`src/rtl/run_control_monitor_pkg.sv`:
```
// Shared types and constants for the run control / change monitor block.
package run_control_monitor_pkg;

    // Run sequencing states
    typedef enum logic [1:0] {
        ST_IDLE = 2'd0,
        ST_RST  = 2'd1,
        ST_RUN  = 2'd2,
        ST_DONE = 2'd3
    } state_t;

    // Width of the channel index carried with each change record
    localparam int CH_IDX_W = 4;

    // Change detection is only armed once the core is out of reset
    function automatic logic state_observes(input state_t s);
        return (s == ST_RUN) || (s == ST_DONE);
    endfunction

endpackage

```
`src/rtl/run_control_monitor_arbiter.sv`:
```
// Fixed-priority arbiter: picks the lowest-index pending channel.
module run_control_monitor_arbiter
    import run_control_monitor_pkg::*;
#(
    parameter int CHANNELS = 1
) (
    input  logic [CHANNELS-1:0] pending,
    output logic                any_pending,
    output logic [CH_IDX_W-1:0] sel_idx
);

    // Scan high to low so the lowest set index is the last one written
    always_comb begin
        any_pending = 1'b0;
        sel_idx     = '0;
        for (int c = CHANNELS - 1; c >= 0; c--) begin
            if (pending[c]) begin
                any_pending = 1'b1;
                sel_idx     = CH_IDX_W'(c);
            end
        end
    end

endmodule

```
`src/rtl/run_control_monitor.sv`:
```
// Sequences a multi-cycle reset to a core, bounds the run to a tick budget,
// and streams value changes of the observed buses as (channel, data, tick)
// records.
//
// Record handshake: chg_valid high means chg_ch/chg_data/chg_tick describe a
// pending change; the record is consumed on any rising clk edge where
// chg_valid && chg_ready. While chg_valid && !chg_ready the presented channel
// stays locked; its data/tick may be refreshed by a newer change on that same
// channel, which also raises the sticky overflow flag.
module run_control_monitor
    import run_control_monitor_pkg::*;
#(
    parameter int RESET_CYCLES = 3,
    parameter int TICKS        = 20000,
    parameter int TICK_W       = 32,
    parameter int WIDTH        = 32,
    parameter int CHANNELS     = 1,
    parameter int AUTO_START   = 1
) (
    input  logic                      clk,
    input  logic                      reset,
    input  logic                      start,
    output logic                      cpu_reset,
    input  logic [CHANNELS*WIDTH-1:0] obs,
    output logic                      run_active,
    output logic                      done,
    output logic [TICK_W-1:0]         tick_count,
    output logic                      chg_valid,
    input  logic                      chg_ready,
    output logic [CH_IDX_W-1:0]       chg_ch,
    output logic [WIDTH-1:0]          chg_data,
    output logic [TICK_W-1:0]         chg_tick,
    output logic                      overflow,
    output state_t                    dbg_state
);

    localparam int RC_W = (RESET_CYCLES > 1) ? $clog2(RESET_CYCLES) : 1;

    // Elaboration-time parameter sanity
    if (CHANNELS < 1 || CHANNELS > 16) begin : g_bad_channels
        $error("run_control_monitor: CHANNELS must be 1..16");
    end
    if (RESET_CYCLES < 1 || TICKS < 1) begin : g_bad_counts
        $error("run_control_monitor: RESET_CYCLES and TICKS must be >= 1");
    end
    if ($clog2(TICKS) > TICK_W) begin : g_bad_tick_w
        $error("run_control_monitor: TICKS-1 does not fit in TICK_W bits");
    end

    // ---------------- reset release synchroniser ----------------
    logic [1:0] rst_sync_q, rst_sync_d;
    logic       rst_n;

    // Shift ones in after release; assertion is immediate
    always_comb rst_sync_d = {rst_sync_q[0], 1'b1};

    // Async clear, sync release
    always_ff @(posedge clk or negedge reset) begin
        if (!reset) rst_sync_q <= 2'b00;
        else        rst_sync_q <= rst_sync_d;
    end

    assign rst_n = rst_sync_q[1];

    // ---------------- run FSM ----------------
    state_t              state_q, state_d;
    logic [RC_W-1:0]     rst_cnt_q, rst_cnt_d;
    logic [TICK_W-1:0]   tick_q, tick_d;
    logic                auto_done_q, auto_done_d;
    logic                cpu_reset_q, cpu_reset_d;
    logic                run_active_q, run_active_d;
    logic                done_q, done_d;

    // Next-state, counters and registered output decode
    always_comb begin
        state_d     = state_q;
        rst_cnt_d   = rst_cnt_q;
        tick_d      = tick_q;
        auto_done_d = 1'b1;
        case (state_q)
            ST_IDLE: begin
                if ((AUTO_START != 0 && !auto_done_q) || start) begin
                    state_d   = ST_RST;
                    rst_cnt_d = '0;
                    tick_d    = '0;
                end
            end
            ST_RST: begin
                if (rst_cnt_q == RC_W'(RESET_CYCLES - 1)) begin
                    state_d = ST_RUN;
                    tick_d  = '0;
                end else begin
                    rst_cnt_d = rst_cnt_q + 1'b1;
                end
            end
            ST_RUN: begin
                if (tick_q == TICK_W'(TICKS - 1)) state_d = ST_DONE;
                else                              tick_d  = tick_q + 1'b1;
            end
            default: begin
                if (start) begin
                    state_d   = ST_RST;
                    rst_cnt_d = '0;
                    tick_d    = '0;
                end
            end
        endcase
        cpu_reset_d  = (state_d == ST_IDLE) || (state_d == ST_RST);
        run_active_d = (state_d == ST_RUN);
        done_d       = (state_d == ST_DONE);
    end

    // FSM state and its registered outputs
    always_ff @(posedge clk or negedge rst_n) begin
        if (!rst_n) begin
            state_q      <= ST_IDLE;
            rst_cnt_q    <= '0;
            tick_q       <= '0;
            auto_done_q  <= 1'b0;
            cpu_reset_q  <= 1'b1;
            run_active_q <= 1'b0;
            done_q       <= 1'b0;
        end else begin
            state_q      <= state_d;
            rst_cnt_q    <= rst_cnt_d;
            tick_q       <= tick_d;
            auto_done_q  <= auto_done_d;
            cpu_reset_q  <= cpu_reset_d;
            run_active_q <= run_active_d;
            done_q       <= done_d;
        end
    end

    // ---------------- change detection ----------------
    logic [WIDTH-1:0]    obs_q    [CHANNELS];
    logic [WIDTH-1:0]    shadow_q [CHANNELS];
    logic [WIDTH-1:0]    shadow_d [CHANNELS];
    logic [WIDTH-1:0]    data_q   [CHANNELS];
    logic [WIDTH-1:0]    data_d   [CHANNELS];
    logic [TICK_W-1:0]   ctick_q  [CHANNELS];
    logic [TICK_W-1:0]   ctick_d  [CHANNELS];
    logic [CHANNELS-1:0] pending_q, pending_d;
    logic                overflow_q, overflow_d;
    logic                lock_q, lock_d;
    logic [CH_IDX_W-1:0] lock_ch_q, lock_ch_d;
    logic                arb_valid;
    logic [CH_IDX_W-1:0] arb_idx;
    logic [CH_IDX_W-1:0] sel_ch;
    logic                accept;
    logic                entering_rst;

    run_control_monitor_arbiter #(
        .CHANNELS (CHANNELS)
    ) u_arb (
        .pending     (pending_q),
        .any_pending (arb_valid),
        .sel_idx     (arb_idx)
    );

    // A channel shown while stalled stays shown until accepted
    assign sel_ch       = lock_q ? lock_ch_q : arb_idx;
    assign accept       = arb_valid && chg_ready;
    assign entering_rst = (state_d == ST_RST) && (state_q != ST_RST);

    // Pending/shadow/record update; a new change beats a same-cycle accept
    always_comb begin
        pending_d  = pending_q;
        overflow_d = overflow_q;
        lock_d     = 1'b0;
        lock_ch_d  = lock_ch_q;
        for (int c = 0; c < CHANNELS; c++) begin
            shadow_d[c] = shadow_q[c];
            data_d[c]   = data_q[c];
            ctick_d[c]  = ctick_q[c];
        end
        if (entering_rst) begin
            pending_d  = '0;
            overflow_d = 1'b0;
            for (int c = 0; c < CHANNELS; c++) shadow_d[c] = obs[c*WIDTH +: WIDTH];
        end else begin
            lock_d    = arb_valid && !chg_ready;
            lock_ch_d = sel_ch;
            for (int c = 0; c < CHANNELS; c++) begin
                if (accept && sel_ch == CH_IDX_W'(c)) pending_d[c] = 1'b0;
                if (state_q == ST_RST) begin
                    shadow_d[c] = obs_q[c];
                end else if (state_observes(state_q) && obs_q[c] != shadow_q[c]) begin
                    if (pending_q[c] && !(accept && sel_ch == CH_IDX_W'(c))) overflow_d = 1'b1;
                    pending_d[c] = 1'b1;
                    data_d[c]    = obs_q[c];
                    ctick_d[c]   = tick_q;
                    shadow_d[c]  = obs_q[c];
                end
            end
        end
    end

    // Observation pipeline, shadows, per-channel records and flags
    always_ff @(posedge clk or negedge rst_n) begin
        if (!rst_n) begin
            pending_q  <= '0;
            overflow_q <= 1'b0;
            lock_q     <= 1'b0;
            lock_ch_q  <= '0;
            for (int c = 0; c < CHANNELS; c++) begin
                obs_q[c]    <= '0;
                shadow_q[c] <= '0;
                data_q[c]   <= '0;
                ctick_q[c]  <= '0;
            end
        end else begin
            pending_q  <= pending_d;
            overflow_q <= overflow_d;
            lock_q     <= lock_d;
            lock_ch_q  <= lock_ch_d;
            for (int c = 0; c < CHANNELS; c++) begin
                obs_q[c]    <= obs[c*WIDTH +: WIDTH];
                shadow_q[c] <= shadow_d[c];
                data_q[c]   <= data_d[c];
                ctick_q[c]  <= ctick_d[c];
            end
        end
    end

    // Present the selected channel's record
    always_comb begin
        chg_data = '0;
        chg_tick = '0;
        for (int c = 0; c < CHANNELS; c++) begin
            if (sel_ch == CH_IDX_W'(c)) begin
                chg_data = data_q[c];
                chg_tick = ctick_q[c];
            end
        end
    end

    assign chg_valid  = arb_valid;
    assign chg_ch     = sel_ch;
    assign overflow   = overflow_q;
    assign cpu_reset  = cpu_reset_q;
    assign run_active = run_active_q;
    assign done       = done_q;
    assign tick_count = tick_q;
    assign dbg_state  = state_q;

endmodule

```
`config.mk`:
```
export PLATFORM = sky130hd
export DESIGN_NAME = run_control_monitor
export DESIGN_NICKNAME = d
export VERILOG_FILES = /design/src/rtl/run_control_monitor_pkg.sv /design/src/rtl/run_control_monitor_arbiter.sv /design/src/rtl/run_control_monitor.sv
export SDC_FILE = /design/constraint.sdc
export NUM_CORES = 1
export LEC_CHECK = 0
export ABC_AREA = 1
export CAP_MARGIN = 10
export CELL_PAD_IN_SITES_DETAIL_PLACEMENT = 1
export CELL_PAD_IN_SITES_GLOBAL_PLACEMENT = 2
export CORE_MARGIN = 4
export CORE_UTILIZATION = 29
export CTS_BUF_LIST = sky130_fd_sc_hd__clkbuf_2 sky130_fd_sc_hd__clkbuf_4 sky130_fd_sc_hd__clkbuf_8
export DETAILED_ROUTE_END_ITERATION = 10
export PLACE_DENSITY_LB_ADDON = 0.08
export SLEW_MARGIN = 20
export SYNTH_ARGS = -nofsm -noshare
export SYNTH_HDL_FRONTEND = slang
export SYNTH_SLANG_ARGS = --single-unit
```
`constraint.sdc`:
```
create_clock -name clk -period 5 [get_ports clk]
set_input_delay 1 -clock clk [delete_from_list [all_inputs] [get_ports clk]]
set_output_delay 1 -clock clk [all_outputs]
set_load 0.05 [all_outputs]
```
==> results by stage, run 1 <==
Floorplanning:
- The chip width is 183 um.
- Pin placement for this block handled 143 I/O pins.
- The floorplan step defined a core boundary enclosing 0.0300 mm2.
- The starting utilization of the core area is 29.7%.
- Measured along the y axis, the die boundary spans 183 um.
- The standard-cell row count is 63.
- The die footprint is 0.0335 mm2.

GRT:
- The global routing usage on met3 is 2.18%.
- The first global-routing pass estimated 46,700 um of wire.
- The maximum number of pins on one net before global-route repair is 75.
- After global routing the overflow that remains totals 0.
- The number of antenna violations at the first check in global routing is 0.
- Global routing consumed, over all layers together, 17.2% of the routing resources.
- The most heavily used metal layer in global routing is met2.
- The fraction of met2 tracks used by global routing is 26.5%.
- The number of global-route vias before repair is 8,377.
- The met1 track demand over resource is 26.1%.

Setup path:
- The worst setup path is captured at a primary output.
- The worst setup path endpoint is chg_data[11].
- The classification of the worst setup path is reg -> out.
- The worst-path maximum fanout is 65.
- The signal on the critical path passes through nand2_1 > nand4_1 > buf_4 > nor2_1 > clkdlybuf4s50_1.
- The critical path starts at lock_q.
- The worst-case reg-to-reg path depth is 11.
- For this design, the slowest cell found on the critical path is clkdlybuf4s50_1.
- The beginning of the worst register-to-register path is dbg_state[1].
- The startpoint type of the worst setup path is a flip-flop.
- The largest incremental delay on the critical path is 750 ps.
- The worst reg2reg path endpoint is shadow_q[28].
- Data arrives at the worst endpoint at 2570 ps.
- The data required time at the worst endpoint is 4000 ps.
- The worst setup slack for register-to-register paths is 2120 ps.

Detailed routing:
- The via-per-instance ratio is 4.62.
- For this block, the initial DRC count from the detailed router was 433.
- In the routed design, unresolved DRC markers number 0.
- In the final routed layout, each cell accounts on average for 16.5 um.
- Summed over all layers, the routed wires come to 27,800 um.
- The routed layout has 7,795 vias.
- The remaining number of nets flagged by the antenna check after routing is 0.
- The number of iterations in the first detailed-routing pass is 4.

Timing:
- The clock tree skew after final layout is 32.6 ps.
- The final-layout setup total negative slack is 0 ps.
- The final period demand of the worst path is 3570 ps.
- Of the available clock period, the critical path in the final layout requires 71.4%.
- The number of endpoints with negative hold slack in the final report came to 0.
- Measured against its own limit, the worst slew margin works out to 38.8%.
- Setup violations remaining at the end of the flow were counted as 0.
- Derived from the worst setup path, the maximum achievable clock frequency is 280 MHz.
- Setup repair after global routing left no endpoint under its margin.
- At the pin with the least slew margin, the transition time is 918 ps.
- The count of pins over their slew limit was 0.

Synth:
- The flip-flop cell with the highest count after synthesis is dfrtp_1.
- The average cell area after synthesis is 7.60 um2.
- The portion of synthesized cell area occupied by the leading cell type is 49.5%.
- The top cell type by total area after synthesis is dfrtp_1.
- After synthesis the cells add up to 0.00889 mm2.
- Yosys mapped a number of flops with a built-in enable equal to 0.
- Of all flip-flops after synthesis, the portion carrying an async set or reset was 100%.
- The portion of the post-synthesis area used by sequential elements is 49.8%.
- Yosys mapped the design onto 33 distinct sky130hd cell types.
- Synthesis inferred 177 register bits.
- Counting every instance in the synthesized netlist gives 1,170.
- The number of warnings issued by yosys is 0.
- Sorting the synthesized cells by area gives the leading types as dfrtp_1 (50%), nand2_1 (18%), inv_1 (5.3%), nand4_1 (5.1%), nor2_1 (4.7%).

Power and ir drop:
- The standby leakage power is 5.15 nW.
- The worst IR drop on VDD is 0.000334 V.
- The power per standard cell area is 519 mW/mm2.

Hold path:
- The worst hold path was traced through 0 stages.
- The path class of the lowest-slack min-delay path is reg -> reg.

Clock network:
- The total number of clock tree sinks is 177.
- The hold-fix buffer count after cts is 0.
- Clock tree synthesis inserted a total of 17 buffers.
- After clock tree synthesis, the setup repair step added 0 buffers.
- The clock input transition at the sequential cells of the worst setup and hold paths is 110 ps.
- The clock tree synthesis step divided the H-tree into 4 levels.
- The clock latency of the later-clocked register in the worst-skew pair is 470 ps.
- The clock root buffer master is clkbuf_8.
- The post-cts repair resize count is 0.
- TritonCTS built the clock tree.
- The maximum number of buffers from clock root to sink is 2.

Final layout:
- The final-layout fill cell count is 3,717.
- The share of cells above drive strength 1 is 4.78%.
- The final standard cell area without fillers is 0.0110 mm2.
- 0 antenna diodes ended up in the layout.
- The net count of the finished layout is 1,321.
- From synthesis to final layout, the design area changed by 23.4%.

Job:
- The number of max-cap violations is 0.

Run status:
- The run finished with clean final reports.

Placed design:
- The wire-length estimate of the detail-placed layout is 18,400 um.
- The count of input and output buffers is 142.
- After detailed placement, the total cell area comes to 0.0106 mm2.
- The routability congestion estimate from global placement is 0.774.
-- worst max-delay path, delay by kind of cell (launching register included) --
| kind | cells | cell delay (ps) |
|---|---|---|
| buffers and inverters | 2 | 1310 |
| flip-flops | 1 | 420 |
| AND/OR/NAND/NOR | 3 | 360 |
-- layer usage --
layer,routed length (um),vias to the layer above
met5,0,-
met4,225,0
met3,821,13
met2,12200,117
met1,14600,3793
li1,-,3872
-- logic make-up (layout without fill, tap and decap cells) --
logic type                 Yosys count  in the layout  share of synthesized area, %
buffers and inverters              191            316                          9.16
AOI/OAI and AO/OA                   42             42                          2.46
DFF                                177            177                          49.8
and+or+nand+nor                    719            719                          34.5
xor gates and xnor gates            38             38                          3.74
other                                1              2                        0.0422
adders and majority gates            2              2                         0.281
-- cell usage in the layout, fill, tap and decap left out, types with 2 or more instances in the layout --
master	instances
inv_2	5
clkdlybuf4s50_1	142
clkinvlp_4	3
nand3_4	2
or2_1	2
a21oi_1	2
nor2_1	111
inv_4	2
xnor2_1	26
or2_2	2
nor3_1	22
nand4_1	73
nand2_1	432
buf_4	8
inv_1	126
nand3_1	67
ha_1	2
o21ai_1	20
xor2_1	12
clkinv_4	3
o21ai_0	16
conb_1	2
inv_8	4
clkbuf_8	18
inv_6	3
dfrtp_1	174
nor2_4	3
-- through the flow --
| stage | utilization (%) | setup slack (ps) | cells | power (mW) | hold WS (ps) |
|---|---|---|---|---|---|
| 6_report | 36.6 | 1430 | 1686 | 5.70 | 346 |
| 3_5_place_dp | 35.4 | 1750 | 1654 | 4.77 | 338 |
| 3_3_place_gp | 35.4 | 1790 | 1654 | 4.74 | 334 |
| 2_1_floorplan | - | 2080 | 1171 | 4.01 | 331 |
| 4_1_cts | 36.6 | 1280 | 1686 | 5.81 | 351 |
| 5_1_grt | 36.6 | 1160 | 1686 | 6.18 | 360 |
-- synthesized netlist by cell type, drive strengths merged (2+ instances only) --
master  instances
nand2         434
dfrtp         176
inv           133
nor2          115
nand4          73
nand3          70
buf            39
o21ai          36
xnor2          26
nor3           22
clkbuf         19
xor2           12
or2             4
a21oi           2
ha              2
-- state kept, by name, summed over array words and instances, names as in the netlist, 2 cells and up --
name / flops
tick_count: 32
ctick_q: 32
shadow_q: 32
rst_cnt_q: 2
dbg_state: 2
obs_q: 32
rst_sync_q: 2
data_q: 32
lock_ch_q: 4
-- where the power goes --
group	switching, mW	internal (mW)
Sequential	0.229	1.77
Combinational	1.90	0.795
Clock	0.624	0.382
Total	2.75	2.95
-- final cells by class --
class,count,area [um2],share of cell area [%]
clock buffer,18,248,2.26
clock inverter,14,136,1.24
inverter,133,504,4.60
multi-input combinational,803,3660,33.4
sequential,177,4440,40.4
tap,390,488,4.45
timing repair buffer,151,1500,13.7
-- worst min path at each step --
stage	startpoint	endpoint	slack (ps)
floorplan	rst_sync_q[0]	rst_sync_q[1]	330
global placement	rst_sync_q[0]	rst_sync_q[1]	330
detailed placement	rst_sync_q[0]	rst_sync_q[1]	340
CTS	rst_sync_q[0]	rst_sync_q[1]	350
global route	rst_sync_q[0]	rst_sync_q[1]	360
finish	rst_sync_q[0]	rst_sync_q[1]	350
Note: power is estimated with default switching activity, not from simulation.
==> run 2: changes to the inputs <==
clock period = 2.97 ns   (was 5 ns; I/O delays follow)
==> results by stage, run 2 (same netlist as run 1, synthesis figures left out) <==
Run status:
- The run finished with clean final reports.

Detailed routing:
- The via count is 7,805 (+0.13%).
- The detailed router's first-iteration violation count is 413 (-4.6%).
- The number of iterations in the first detailed-routing pass is 4 (unchanged).
- The remaining number of nets flagged by the antenna check after routing is 0 (unchanged).
- The post-route DRC violation count is 0 (unchanged).
- The via-per-instance ratio is 4.60 (-0.46%).
- The overall routed net length was 28,100 um (+1.1%).
- The average wire per cell in the routed design is 16.6 um (+0.53%).

Setup path:
- The worst-case reg-to-reg path depth is 10 (-1).
- The count of buffer and inverter cells on the critical path is 1 (-1).
- The largest incremental delay on the critical path came to 910 ps (+160 ps).
- The worst setup path is launched from a flip-flop.
- The kind of end point of the critical path is a primary output.
- The worst setup slack for register-to-register paths is 590 ps (-1530 ps).
- The largest delay contributor family on the critical path is buffers and inverters.
- The data required time at the worst endpoint is 2380 ps (-1620 ps).
- The classification of the worst setup path is reg -> out.
- The worst register-to-register path ends at tick_count[0].
- The largest individual stage delay along the critical path comes from the cell clkdlybuf4s50_1.
- The data arrival time of the critical path is 2070 ps (-500 ps).
- The worst-path maximum fanout is 20 (-69%).
- The beginning of the worst register-to-register path is dbg_state[1].
- Walking the worst path, the cells encountered are clkdlybuf4s50_1.

Placed design:
- The routability congestion estimate from global placement was 0.832 (+7.5%).
- The count of input and output buffers was 142 (unchanged).
- The post-placement cell area came to 0.0112 mm2 (+6.0%).
- The detailed-placement wirelength estimate came to 19,600 um (+6.6%).
- The pre-CTS setup slack is 447 ps (-1300 ps).

Timing:
- The final critical-path setup slack is 303 ps (-1130 ps).
- Setup repair after global routing left no endpoint under its margin.
- The number of endpoints with negative hold slack in the final report is 0 (unchanged).
- The normalized max-slew margin is 49.4% (+11 points).
- The count of pins over their slew limit is 0 (unchanged).
- The slew at the pin closest to its max-slew limit was 758 ps (-159 ps).
- For the finished layout, the period the worst path requires is 2670 ps.
- The clock tree skew after final layout was 22.0 ps (-10.6 ps).
- The final clock period utilization by the worst path is 89.8%.
- The worst hold slack after final layout came to 274 ps (-71.9 ps).
- Derived from the worst setup path, the maximum achievable clock frequency is 375 MHz.
- The final-layout setup total negative slack is 0 ps (unchanged).
- The number of setup violations in the final report is 0 (unchanged).

Clock network:
- The H-tree depth is 4 (unchanged).
- The number of setup buffers added after CTS was 0 (unchanged).
- The total number of clock tree sinks is 177 (unchanged).
- The clock latency of the later-clocked register in the worst-skew pair is 470 ps (about the same).
- The clock input transition at the sequential cells of the worst setup and hold paths came to 110 ps (about the same).
- The hold-fix buffer count after cts is 0 (unchanged).
- The cell sitting at the root of the clock tree is a clkbuf_8.
- TritonCTS built the clock tree.
- The maximum number of buffers from clock root to sink is 2 (unchanged).
- The clock buffer count from CTS is 17 (unchanged).
- The post-cts repair resize count is 0 (unchanged).

Job:
- The number of max-cap violations is 0 (unchanged).

GRT:
- The number of global-route vias before repair is 8,459 (+0.98%).
- The final global-route overflow total is 0 (unchanged).
- The maximum number of pins on one net before global-route repair came to 71 (-5.3%).
- The wire length of the first global-routing pass came to 46,800 um (+0.22%).
- The global router's overall resource usage came to 17.2% (-0.026 points).
- The number of antenna violations at the first check in global routing is 0 (unchanged).

Power and ir drop:
- The power per standard cell area is 876 mW/mm2 (+69%).
- The switching part of the total came to 46.8% (-1.4 points).
- The combinational power share is 50.1% (+2.9 points).
- The internal portion of total power was 5.40 mW (+83%).
- The sequential share of power is 33.6% (-1.5 points).
- The clock power share was 16.3% (-1.4 points).
- The overall power of the completed layout is 10.2 mW (+78%).
- The power spent charging and discharging nets is 4.75 mW (+73%).
- The standby leakage power came to 5.50 nW (+6.8%).
- The worst IR drop on VDD is 0.000627 V (+87%).

Final layout:
- The leading cell type in the layout, fill and taps excluded is nand2_1.
- The share of cells above drive strength 1 came to 10.3% (+5.6 points).
- The number of antenna repair diodes is 0 (unchanged).
- The area added between synthesis and finish is 30.4%.
- The multi-input logic area is 0.00365 mm2 (-0.14%).
- The final standard cell area without fillers is 0.0116 mm2 (+5.7%).
- The library cells used most frequently in the layout, excluding fill and tap cells, are nand2_1 (432), dfrtp_1 (174), inv_1 (126).
- The register area was 0.00444 mm2 (unchanged).
- The final-layout fill cell count came to 3,626 (-2.4%).
- The post-layout net count is 1,332 (+0.83%).

Floorplanning:
- The placeable core region came to 0.0300 mm2 (unchanged).
- The die footprint is 0.0335 mm2 (unchanged).
- The standard-cell row count is 63 (unchanged).
- The chip width is 183 um (unchanged).
- The starting utilization of the core area came to 29.7% (unchanged).
- The die outline height is 183 um (unchanged).
- The top-level port count is 143 (unchanged).

Hold path:
- The min-delay analysis places its worst path in the category in -> async.
==> run 2: cell count changes in the layout (fill, tap and decap cells not counted), sizes merged <==
| cell | change |
|---|---|
| clkinvlp | -1 |
| clkinv | +1 |
| buf | +75 |
| clkdlybuf4s50 | -64 |
| clkbuf | -1 |
==> run 2: final cells by class <==
| cell class | count | area share, % |
|---|---|---|
| sequential | 177 | 38.2 |
| multi-input combinational | 803 | 31.5 |
| timing repair buffer | 162 | 18.4 |
| inverter | 133 | 4.35 |
| tap | 390 | 4.21 |
| clock buffer | 17 | 2.02 |
| clock inverter | 14 | 1.24 |
==> run 2: power groups by stage <==
stage,combinational (mW),sequential [mW],clock [mW]
after floorplan,3.26,3.49,0
after global placement,5.10,3.47,0
after detailed placement,5.17,3.47,0
after CTS,5.19,3.43,1.75
after global routing,5.62,3.50,1.84
final,5.08,3.41,1.66
==> run 2: worst max path at each step <==
stage | start | to | slack (ps) | cells past startpoint
floorplan | rst_sync_q[1] | auto_done_q | 50 | 0
detailed placement | start | ctick_q[21] | 450 | 10
global placement | start | ctick_q[11] | 520 | 10
global route | dbg_state[1] | dbg_state[1] | 200 | 1
finish | dbg_state[1] | dbg_state[1] | 300 | 1
CTS | dbg_state[1] | dbg_state[1] | 250 | 1
==> run 2: per-stage QoR <==
step                utilization, %  cells
floorplan                        -   1171
global placement              37.5   1665
detailed placement            37.5   1665
CTS                           38.7   1696
global route                  38.7   1696
finish                        38.7   1696
==> run 2: layer usage <==
| metal | GRT usage (%) | up-vias | wire length [um] |
|---|---|---|---|
| li1 | - | 3904 | - |
| met1 | 25.5 | 3762 | 14400 |
| met2 | 27.0 | 121 | 12700 |
| met3 | 2.60 | 18 | 870 |
| met4 | 3.28 | 0 | 227 |
| met5 | 0 | - | 0 |
